==> src/rtl/wb_byte_master_pkg.sv <==
// Shared opcodes, response codes and FSM encoding for the byte-stream Wishbone master.
package wb_byte_master_pkg;

    localparam logic [7:0] CMD_WRITE = 8'h01;
    localparam logic [7:0] CMD_READ  = 8'h02;
    localparam logic [7:0] RSP_ACK   = 8'h06;
    localparam logic [7:0] RSP_NAK   = 8'h15;

    typedef enum logic [2:0] {
        ST_IDLE  = 3'd0,
        ST_ADDR  = 3'd1,
        ST_WDATA = 3'd2,
        ST_BUS   = 3'd3,
        ST_RESP  = 3'd4
    } state_t;

    function automatic logic is_cmd(input logic [7:0] b);
        return (b == CMD_WRITE) || (b == CMD_READ);
    endfunction

endpackage

==> src/rtl/wb_byte_master_txq.sv <==
// Response byte queue: up to 4 bytes sent MSB first, one tx_wr strobe per byte,
// with the transmitter's busy flag ignored while it is still catching up on a strobe.
module wb_byte_master_txq
    import wb_byte_master_pkg::*;
(
    input  logic        clk,
    input  logic        reset_n,
    input  logic        i_load,
    input  logic [31:0] i_load_data,
    input  logic [2:0]  i_load_cnt,
    input  logic        i_tx_busy,
    output logic [7:0]  o_tx_data,
    output logic        o_tx_wr,
    output logic        o_idle
);

    logic [31:0] r_shift;
    logic [2:0]  r_cnt;
    logic [1:0]  r_hold;
    logic [7:0]  r_tx_data;
    logic        r_tx_wr;
    logic        w_send;

    // r_hold covers the strobe cycle and the one after it, before busy is trusted
    assign w_send = (r_cnt != 3'd0) && (r_hold == 2'd0) && !i_tx_busy;

    // Byte shifter, remaining count and strobe generation
    always_ff @(posedge clk or negedge reset_n) begin
        if (!reset_n) begin
            r_shift   <= 32'h0000_0000;
            r_cnt     <= 3'd0;
            r_hold    <= 2'd0;
            r_tx_data <= 8'h00;
            r_tx_wr   <= 1'b0;
        end else if (i_load) begin
            r_shift <= i_load_data;
            r_cnt   <= i_load_cnt;
            r_hold  <= 2'd0;
            r_tx_wr <= 1'b0;
        end else if (w_send) begin
            r_tx_data <= r_shift[31:24];
            r_shift   <= {r_shift[23:0], 8'h00};
            r_cnt     <= r_cnt - 3'd1;
            r_hold    <= 2'd2;
            r_tx_wr   <= 1'b1;
        end else begin
            r_tx_wr <= 1'b0;
            if (r_hold != 2'd0) begin
                r_hold <= r_hold - 2'd1;
            end
        end
    end

    assign o_tx_data = r_tx_data;
    assign o_tx_wr   = r_tx_wr;
    assign o_idle    = (r_cnt == 3'd0);

endmodule

==> src/rtl/wb_byte_master.sv <==
// Byte-stream driven Wishbone classic master: parses WRITE/READ commands,
// runs one single-word bus cycle with timeout, and answers through the tx queue.
module wb_byte_master
    import wb_byte_master_pkg::*;
#(
    parameter int unsigned timeout_cycles = 1023
) (
    input  logic        clk,
    input  logic        reset_n,
    input  logic [7:0]  rx_data,
    input  logic        rx_valid,
    output logic [7:0]  tx_data,
    output logic        tx_wr,
    input  logic        tx_busy,
    output logic [31:0] wb_adr_o,
    output logic [31:0] wb_dat_o,
    input  logic [31:0] wb_dat_i,
    output logic [3:0]  wb_sel_o,
    output logic        wb_we_o,
    output logic        wb_cyc_o,
    output logic        wb_stb_o,
    input  logic        wb_ack_i,
    input  logic        wb_err_i,
    output logic        busy,
    output logic        overrun
);

    localparam logic [15:0] TMO_LAST = 16'(timeout_cycles - 1);

    state_t      r_state, w_state_next;
    logic        r_is_write;
    logic [1:0]  r_byte;
    logic [31:0] r_adr, r_dat;
    logic        r_cyc, r_we;
    logic [3:0]  r_sel;
    logic [15:0] r_tmo;
    logic        r_busy, r_ovr;
    logic        w_last_byte, w_open, w_term, w_load, w_txq_idle;
    logic [31:0] w_load_data;
    logic [2:0]  w_load_cnt;

    assign w_last_byte = rx_valid && (r_byte == 2'd3);

    // Next-state decode, bus termination and response selection
    always_comb begin
        w_state_next = r_state;
        w_open       = 1'b0;
        w_term       = 1'b0;
        w_load       = 1'b0;
        w_load_data  = 32'h0000_0000;
        w_load_cnt   = 3'd0;
        case (r_state)
            ST_IDLE: begin
                if (rx_valid && is_cmd(rx_data)) begin
                    w_state_next = ST_ADDR;
                end else if (rx_valid) begin
                    w_state_next = ST_RESP;
                    w_load       = 1'b1;
                    w_load_data  = {RSP_NAK, 24'h00_0000};
                    w_load_cnt   = 3'd1;
                end else begin
                    w_state_next = ST_IDLE;
                end
            end
            ST_ADDR: begin
                if (w_last_byte && r_is_write) begin
                    w_state_next = ST_WDATA;
                end else if (w_last_byte) begin
                    w_state_next = ST_BUS;
                    w_open       = 1'b1;
                end else begin
                    w_state_next = ST_ADDR;
                end
            end
            ST_WDATA: begin
                if (w_last_byte) begin
                    w_state_next = ST_BUS;
                    w_open       = 1'b1;
                end else begin
                    w_state_next = ST_WDATA;
                end
            end
            ST_BUS: begin
                // err outranks ack, and a timeout is reported the same way as err
                if (r_cyc && (wb_err_i || (r_tmo == TMO_LAST))) begin
                    w_state_next = ST_RESP;
                    w_term       = 1'b1;
                    w_load       = 1'b1;
                    w_load_data  = {RSP_NAK, 24'h00_0000};
                    w_load_cnt   = 3'd1;
                end else if (r_cyc && wb_ack_i) begin
                    w_state_next = ST_RESP;
                    w_term       = 1'b1;
                    w_load       = 1'b1;
                    if (r_is_write) begin
                        w_load_data = {RSP_ACK, 24'h00_0000};
                        w_load_cnt  = 3'd1;
                    end else begin
                        w_load_data = wb_dat_i;
                        w_load_cnt  = 3'd4;
                    end
                end else begin
                    w_state_next = ST_BUS;
                end
            end
            ST_RESP: begin
                if (w_txq_idle) begin
                    w_state_next = ST_IDLE;
                end else begin
                    w_state_next = ST_RESP;
                end
            end
            default: begin
                w_state_next = ST_IDLE;
            end
        endcase
    end

    // FSM state register
    always_ff @(posedge clk or negedge reset_n) begin
        if (!reset_n) begin
            r_state <= ST_IDLE;
        end else begin
            r_state <= w_state_next;
        end
    end

    // Command shifters, bus signals, timeout counter and status flags
    always_ff @(posedge clk or negedge reset_n) begin
        if (!reset_n) begin
            r_is_write <= 1'b0;
            r_byte     <= 2'd0;
            r_adr      <= 32'h0000_0000;
            r_dat      <= 32'h0000_0000;
            r_cyc      <= 1'b0;
            r_we       <= 1'b0;
            r_sel      <= 4'h0;
            r_tmo      <= 16'h0000;
            r_busy     <= 1'b0;
            r_ovr      <= 1'b0;
        end else begin
            r_busy <= (w_state_next != ST_IDLE);
            r_ovr  <= rx_valid && ((r_state == ST_BUS) || (r_state == ST_RESP));
            case (r_state)
                ST_IDLE: begin
                    if (rx_valid && is_cmd(rx_data)) begin
                        r_is_write <= (rx_data == CMD_WRITE);
                        r_byte     <= 2'd0;
                    end
                end
                ST_ADDR: begin
                    if (rx_valid) begin
                        r_adr  <= {r_adr[23:0], rx_data};
                        r_byte <= r_byte + 2'd1;
                    end
                end
                ST_WDATA: begin
                    if (rx_valid) begin
                        r_dat  <= {r_dat[23:0], rx_data};
                        r_byte <= r_byte + 2'd1;
                    end
                end
                ST_BUS: begin
                    if (w_term) begin
                        r_cyc <= 1'b0;
                        r_we  <= 1'b0;
                        r_sel <= 4'h0;
                    end else begin
                        r_tmo <= r_tmo + 16'd1;
                    end
                end
                default: begin
                end
            endcase
            if (w_open) begin
                r_cyc <= 1'b1;
                r_we  <= r_is_write;
                r_sel <= 4'hF;
                r_tmo <= 16'h0000;
            end
        end
    end

    wb_byte_master_txq u_txq (
        .clk         (clk),
        .reset_n     (reset_n),
        .i_load      (w_load),
        .i_load_data (w_load_data),
        .i_load_cnt  (w_load_cnt),
        .i_tx_busy   (tx_busy),
        .o_tx_data   (tx_data),
        .o_tx_wr     (tx_wr),
        .o_idle      (w_txq_idle)
    );

    assign wb_adr_o = r_adr & 32'hFFFF_FFFC;
    assign wb_dat_o = r_dat;
    assign wb_sel_o = r_sel;
    assign wb_we_o  = r_we;
    assign wb_cyc_o = r_cyc;
    assign wb_stb_o = r_cyc;
    assign busy     = r_busy;
    assign overrun  = r_ovr;

endmodule

==> config.mk <==
export PLATFORM = sky130hd
export DESIGN_NAME = wb_byte_master
export DESIGN_NICKNAME = d
export VERILOG_FILES = /design/src/rtl/wb_byte_master_pkg.sv /design/src/rtl/wb_byte_master_txq.sv /design/src/rtl/wb_byte_master.sv
export SDC_FILE = /design/constraint.sdc
export NUM_CORES = 1
export LEC_CHECK = 0
export ABC_CLOCK_PERIOD_IN_PS = 2850
export CORE_ASPECT_RATIO = 1.5
export CORE_MARGIN = 2
export CORE_UTILIZATION = 30
export CTS_BUF_LIST = sky130_fd_sc_hd__clkbuf_8 sky130_fd_sc_hd__clkbuf_16
export DETAILED_ROUTE_END_ITERATION = 8
export HOLD_SLACK_MARGIN = 0.15
export PLACE_DENSITY_LB_ADDON = 0.1
export SLEW_MARGIN = 25
export SYNTH_ARGS = -nofsm -noshare
export SYNTH_HDL_FRONTEND = slang
export SYNTH_HIERARCHICAL = 1
export SYNTH_SLANG_ARGS = --single-unit
==> constraint.sdc <==
create_clock -name clk -period 2.85 [get_ports clk]
set_input_delay 0.285 -clock clk [delete_from_list [all_inputs] [get_ports clk]]
set_output_delay 0.285 -clock clk [all_outputs]
set_load 0.01 [all_outputs]
Word level (Yosys, flattened, before mapping)
Index checks and enable logic that the tools add are counted.
Widths: inputs -> output; s select.
- bits in registers: 140
- bits of input ports: 46
- output and inout bits: 82
- logic and storage cells: 115
- add/subtract/negate cells: 4
- eq/ne operators: 11
- muxes and demuxes: 52
- bitwise logic cells: 1
- reduce and logical (&&, ||, !) cells: 31
- operator list (operator ; number):
    $mux 32 ; 5
    $pmux 32 s2 ; 1
    $mux 29 ; 2
    $mux 16 ; 3
    $mux 3 ; 10
    $add 16x1->16 const B ; 1
    $eq 16x10->1 const B ; 1
    $mux 1 ; 16
    $pmux 3 s5 ; 1
    $mux 2 ; 7
    $mux 4 ; 3
    $reduce_and 2->1 ; 6
    $reduce_bool 2->1 ; 5
    $reduce_bool 3->1 ; 3
    $eq 8x1->1 const B ; 1
    $eq 8x2->1 const B ; 1
    $logic_and 1x1->1 ; 8
    $eq 3x2->1 const B ; 2
    $logic_not 3->1 ; 2
    $pmux 3 s2 ; 1
    $ne 2x2->1 const B ; 2
    $pmux 1 s2 ; 2
    $pmux 2 s2 ; 1
    $eq 3x1->1 const B ; 1
    12 further kinds ; 14

Depth between registers and ports, before layout
- depth in word-level cells: 8
- mapped depth: 11
- gate-level depth less buffers: 9

Cells and area by module
Netlist, hierarchy kept.
- by module, submodules not included (module ; instances ; cells each ; area an instance (sq um) ; sequential area each (sq um)):
    wb_byte_master ; 1 ; 392 ; 4524.3 ; 2252.2
    wb_byte_master_txq ; 1 ; 146 ; 1951.9 ; 1151.1

Worst setup path after synthesis
No wires, ideal clock.
- kind: flip-flop to flip-flop
- start point: register r_tmo[0]
- end point: register u_txq.r_shift[13]
- library setup time: 126 ps
- data arrival time: 2467 ps
- data required time: 2724 ps
- path slack: 257 ps
- cell stages (with the launch flop): 11
- path buffers: 2
- period minus slack after synthesis: 2593 ps
- cell sequence: dfrtp_1 -> inv_1 -> ha_1 -> or4b_4 -> nor4_4 -> o31ai_1 -> nand2_1 -> nor2b_4 -> buf_6 -> buf_4 -> a221o_1
- cells in the longest elaborated chain, start to end: 6
- elaborated cells on any way between the ends: 9
- classes of those cells: eq/ne (1); mux (5); reduce/logical (3)
- RTL lines (element ; RTL line ; text):
    start: declaration ; wb_byte_master.sv:36 ; logic [15:0] r_tmo;
    start signal: assignment ; wb_byte_master.sv:169 ; r_tmo <= r_tmo + 16'd1;
    $eq 16x10->1 (*) ; wb_byte_master.sv:85 ; if (r_cyc && (wb_err_i || (r_tmo == TMO_LAST))) begin
    $logic_or 1x1->1 (*) ; wb_byte_master.sv:85 ;
    $logic_and 1x1->1 (*) ; wb_byte_master.sv:85 ;
    $mux 1 (*) ; wb_byte_master.sv:85 ;
    $pmux 1 s2 (*) ; wb_byte_master.sv:52 ; case (r_state)
    via w_load ; wb_byte_master.sv:38 ; logic w_last_byte, w_open, w_term, w_load, w_txq_idle;
    $mux 32 or $reduce_bool 2->1 (tied branches) ; - ;
    end signal: assignment ; wb_byte_master_txq.sv:36 ; r_shift <= i_load_data;
    end signal: assignment ; wb_byte_master_txq.sv:42 ; r_shift <= {r_shift[23:0], 8'h00};
    end: declaration ; wb_byte_master_txq.sv:17 ; logic [31:0] r_shift;
The timed path passes the listed nets; every way through them passes the cells marked *.
A chain may end at the register's enable or synchronous reset.

Worst setup path after layout
- start point: register r_tmo[1]
- end point: register u_txq.r_shift[19]
The elaborated chain is that of the path after synthesis.

==> impl_metrics.tcl <==
set metrics [dict create \
    die_y_um 184 \
    num_vias 4419 \
    gp_congestion 0.768 \
    synth_ff_type "dfrtp_1" \
    clock.fmax_ghz 0.370 \
    clk_pin_slew_ns 0.06 \
    routed_wl_um 15300 \
    syn_avg_cell_area_um2 12.0 \
    initial_utilization_pct 30.6 \
    fp.dieW_um 124 \
    tightest_slew_ns 0.567 \
    grt_overflow 0 \
    yosys_warnings 6 \
    skew_ns 0.00788 \
    cts_tree "done" \
    cts_max_level 4 \
    drtIter0Drc 197 \
    crit_fanout 20 \
    r2r_cells 9 \
    post_dp_cell_area_um2 7920 \
    dp_hpwl_um 10800 \
    io_pins 128 \
    synth-seq-cells 136 \
    path_class "flip-flop to flip-flop" \
    timing.rr.end "u_txq/r_shift[19]$_DFFE_PN0P_" \
    fin_nets 699 \
    coreArea_um2 21100 \
    slew_viol_final 0 \
    antenna_cells 0 \
    crit_arrival_ns 3.00 \
    yosysSeqAreaShare_pct 52.6 \
    critPathCaptureType "flip-flop" \
    async_reset_ff_share_pct 100 \
    startpoint_type "flip-flop" \
    grt_max_degree 59 \
    power_density_nw_per_um2 725 \
    instances_no_fill 928 \
    ctsRootBufferMaster "clkbuf_16" \
    setup.worst_path.end "u_txq/r_shift[19]$_DFFE_PN0P_" \
    post-route-period-util_pct 95.0 \
    port_buffers 125 \
    grt_pass1_vias 4618 \
    hp-class "input pin to asynchronous set/reset pin" \
    ir_drop_uv 369 \
    setup-violations-final 0 \
    rsz0062_at_grt "false" \
    cellLeakagePower_uw 0.00390 \
    areaGrowthSynthToFinish_pct 32.5 \
    wl_per_cell_um 16.5 \
    core.rowCount 65 \
    insertion_delay_ns 0.42 \
    antenna_found_initial 0 \
    synth_cell_types 60 \
    synth_area_um2 6480 \
    layout_commonest_cell "dfrtp_1" \
    max_cap_viol_count 0 \
    rr_startpoint "r_tmo[1]$_DFFE_PN0P_" \
    fin_hold_ws_ns 0.402 \
    crit_start "r_tmo[1]$_DFFE_PN0P_" \
    slew_headroom_pct 62.2 \
    post-route-cell-area_um2 8580 \
    dieArea_um2 22800 \
    critical_path_required_ns 3.15 \
    cts.sinks 136 \
    min_period_ns 2.71 \
    cts_resized 0 \
    dpl.cell_count 895 \
    synth_edf_count 0 \
    post_cts_buffers 0 \
    drt_pass1_iterations 4 \
    cts_buffer_depth 2 \
    final_hold_viol_count 0 \
    drive_gt1_share_pct 22.7 \
    regToRegSetupSlack_ns 0.14 \
    grt_pass1_wl_um 25000 \
    mostFrequentLayoutCells "dfrtp_1 (136), clkdlybuf4s50_1 (124), mux2_2 (65)" \
    routed_via_density 4.76 \
    drc_errors 0 \
    tns_ns 0 \
    numCtsBuffers 17 \
    ant_nets 0 \
    syn-instance-count 538 \
    status "finished clean" \
    grt_usage_pct 14.2 \
]
area by class of cell:
type / instances / area [um2]
well taps: 268 / 335
clock inverters: 15 / 226
clock buffers: 17 / 425
flip-flops and latches: 136 / 3400
inverters: 12 / 45.0
multi-input cells: 326 / 2640
fillers: 2051 / 12600
repair buffers: 154 / 1510
worst max-delay path, cell delays in order (launching register included):
cell and delay (ns):
dfrtp_1 0.44, ha_1 0.19, or4b_4 0.49, nor4_4 0.39
o31ai_1 0.13, nand2_1 0.20, nor2b_4 0.07, buf_12 0.16
buf_4 0.17, a221o_1 0.35
through the flow:
step	utilization (%)	setup WS, ns	power [uW]
after floorplan	-	0.257	3270
after global placement	37.4	0.0275	3820
after detailed placement	37.4	-0.0385	3860
after CTS	40.6	0.146	6330
after global routing	40.6	0.0266	6590
final	40.6	0.144	6220
kinds of logic (layout without fill, tap and decap cells):
group           after synthesis  in the layout  synth area share (%)
flops                       136            136                  52.6
xor+xnor                      4              4                 0.541
buf+inv                      78            198                  7.44
mux                          78             78                  13.5
simple gates                143            143                  14.0
other cells                   1              3                0.0579
fa+ha+maj                     6              6                  1.16
compound gates               92             92                  10.8
synth_stat cells, types with 3 or more instances:
master / n / area share (%)
a21oi_1: 15 / 1.2
a221o_1: 24 / 3.7
a22o_1: 8 / 1.1
a22oi_1: 3 / 0.35
and2_1: 44 / 4.3
and2_4: 10 / 1.4
buf_1: 3 / 0.17
buf_2: 7 / 0.54
buf_4: 38 / 4.4
buf_6: 5 / 0.87
clkbuf_1: 13 / 0.75
dfrtp_1: 136 / 53
ha_1: 6 / 1.2
inv_1: 12 / 0.70
mux2_1: 8 / 1.4
mux2_2: 65 / 11
mux2i_1: 5 / 0.77
nand2_1: 25 / 1.4
nand2b_1: 3 / 0.29
nand3_1: 5 / 0.39
nand4_1: 7 / 0.68
nor2_1: 11 / 0.64
nor2b_1: 3 / 0.29
nor3_1: 3 / 0.23
o211ai_1: 7 / 0.81
o21ai_0: 12 / 0.93
o31ai_1: 8 / 0.93
or3_1: 5 / 0.48
or4_1: 7 / 0.81
xnor2_1: 3 / 0.41
sequential cells by signal, indices dropped and copies added, names as in the netlist:
register	cells
u_txq/o_tx_wr	1
r_tmo	16
r_adr	32
u_txq/o_tx_data	8
u_txq/r_shift	32
r_state	3
u_txq/r_cnt	3
wb_dat_o	32
overrun	1
u_txq/r_hold	2
r_byte	2
busy	1
r_is_write	1
wb_we_o	1
wb_sel_o	1
how the worst min path moves through the flow:
stage	startpoint	end	slack [ns]	cells after the start
2_1_floorplan	reset_n	busy$_DFF_PN0_	-0.01	0
3_3_place_gp	reset_n	u_txq/r_shift[27]$_DFFE_PN0P_	0.29	1
3_5_place_dp	reset_n	u_txq/r_shift[11]$_DFFE_PN0P_	0.30	1
4_1_cts	reset_n	u_txq/r_shift[27]$_DFFE_PN0P_	0.42	2
5_1_grt	reset_n	u_txq/r_shift[27]$_DFFE_PN0P_	0.46	2
6_report	reset_n	u_txq/r_shift[27]$_DFFE_PN0P_	0.40	2
report_power, final:
part / leakage, uW / internal (uW) / switching [uW]
combinational: 0.00177 / 697 / 807
sequential: 0.00182 / 2140 / 157
clock: 0.000315 / 1560 / 860
total: 0.00390 / 4400 / 1820
metal layers:
| metal | share of wire, % | global-route usage (%) | up-vias |
|---|---|---|---|
| met2 | 51 | 23.6 | 79 |
| met1 | 44 | 17.8 | 2207 |
| met4 | 1.3 | 4.99 | 0 |
| li1 | - | - | 2121 |
| met5 | 0 | 0 | - |
| met3 | 3.5 | 3.38 | 12 |
timing repair:
item,CTS,global route
endpoints found under the hold margin,56,0
setup endpoints to repair,0,0
hold buffers,1,0
Power figures use the tool's default switching activity.
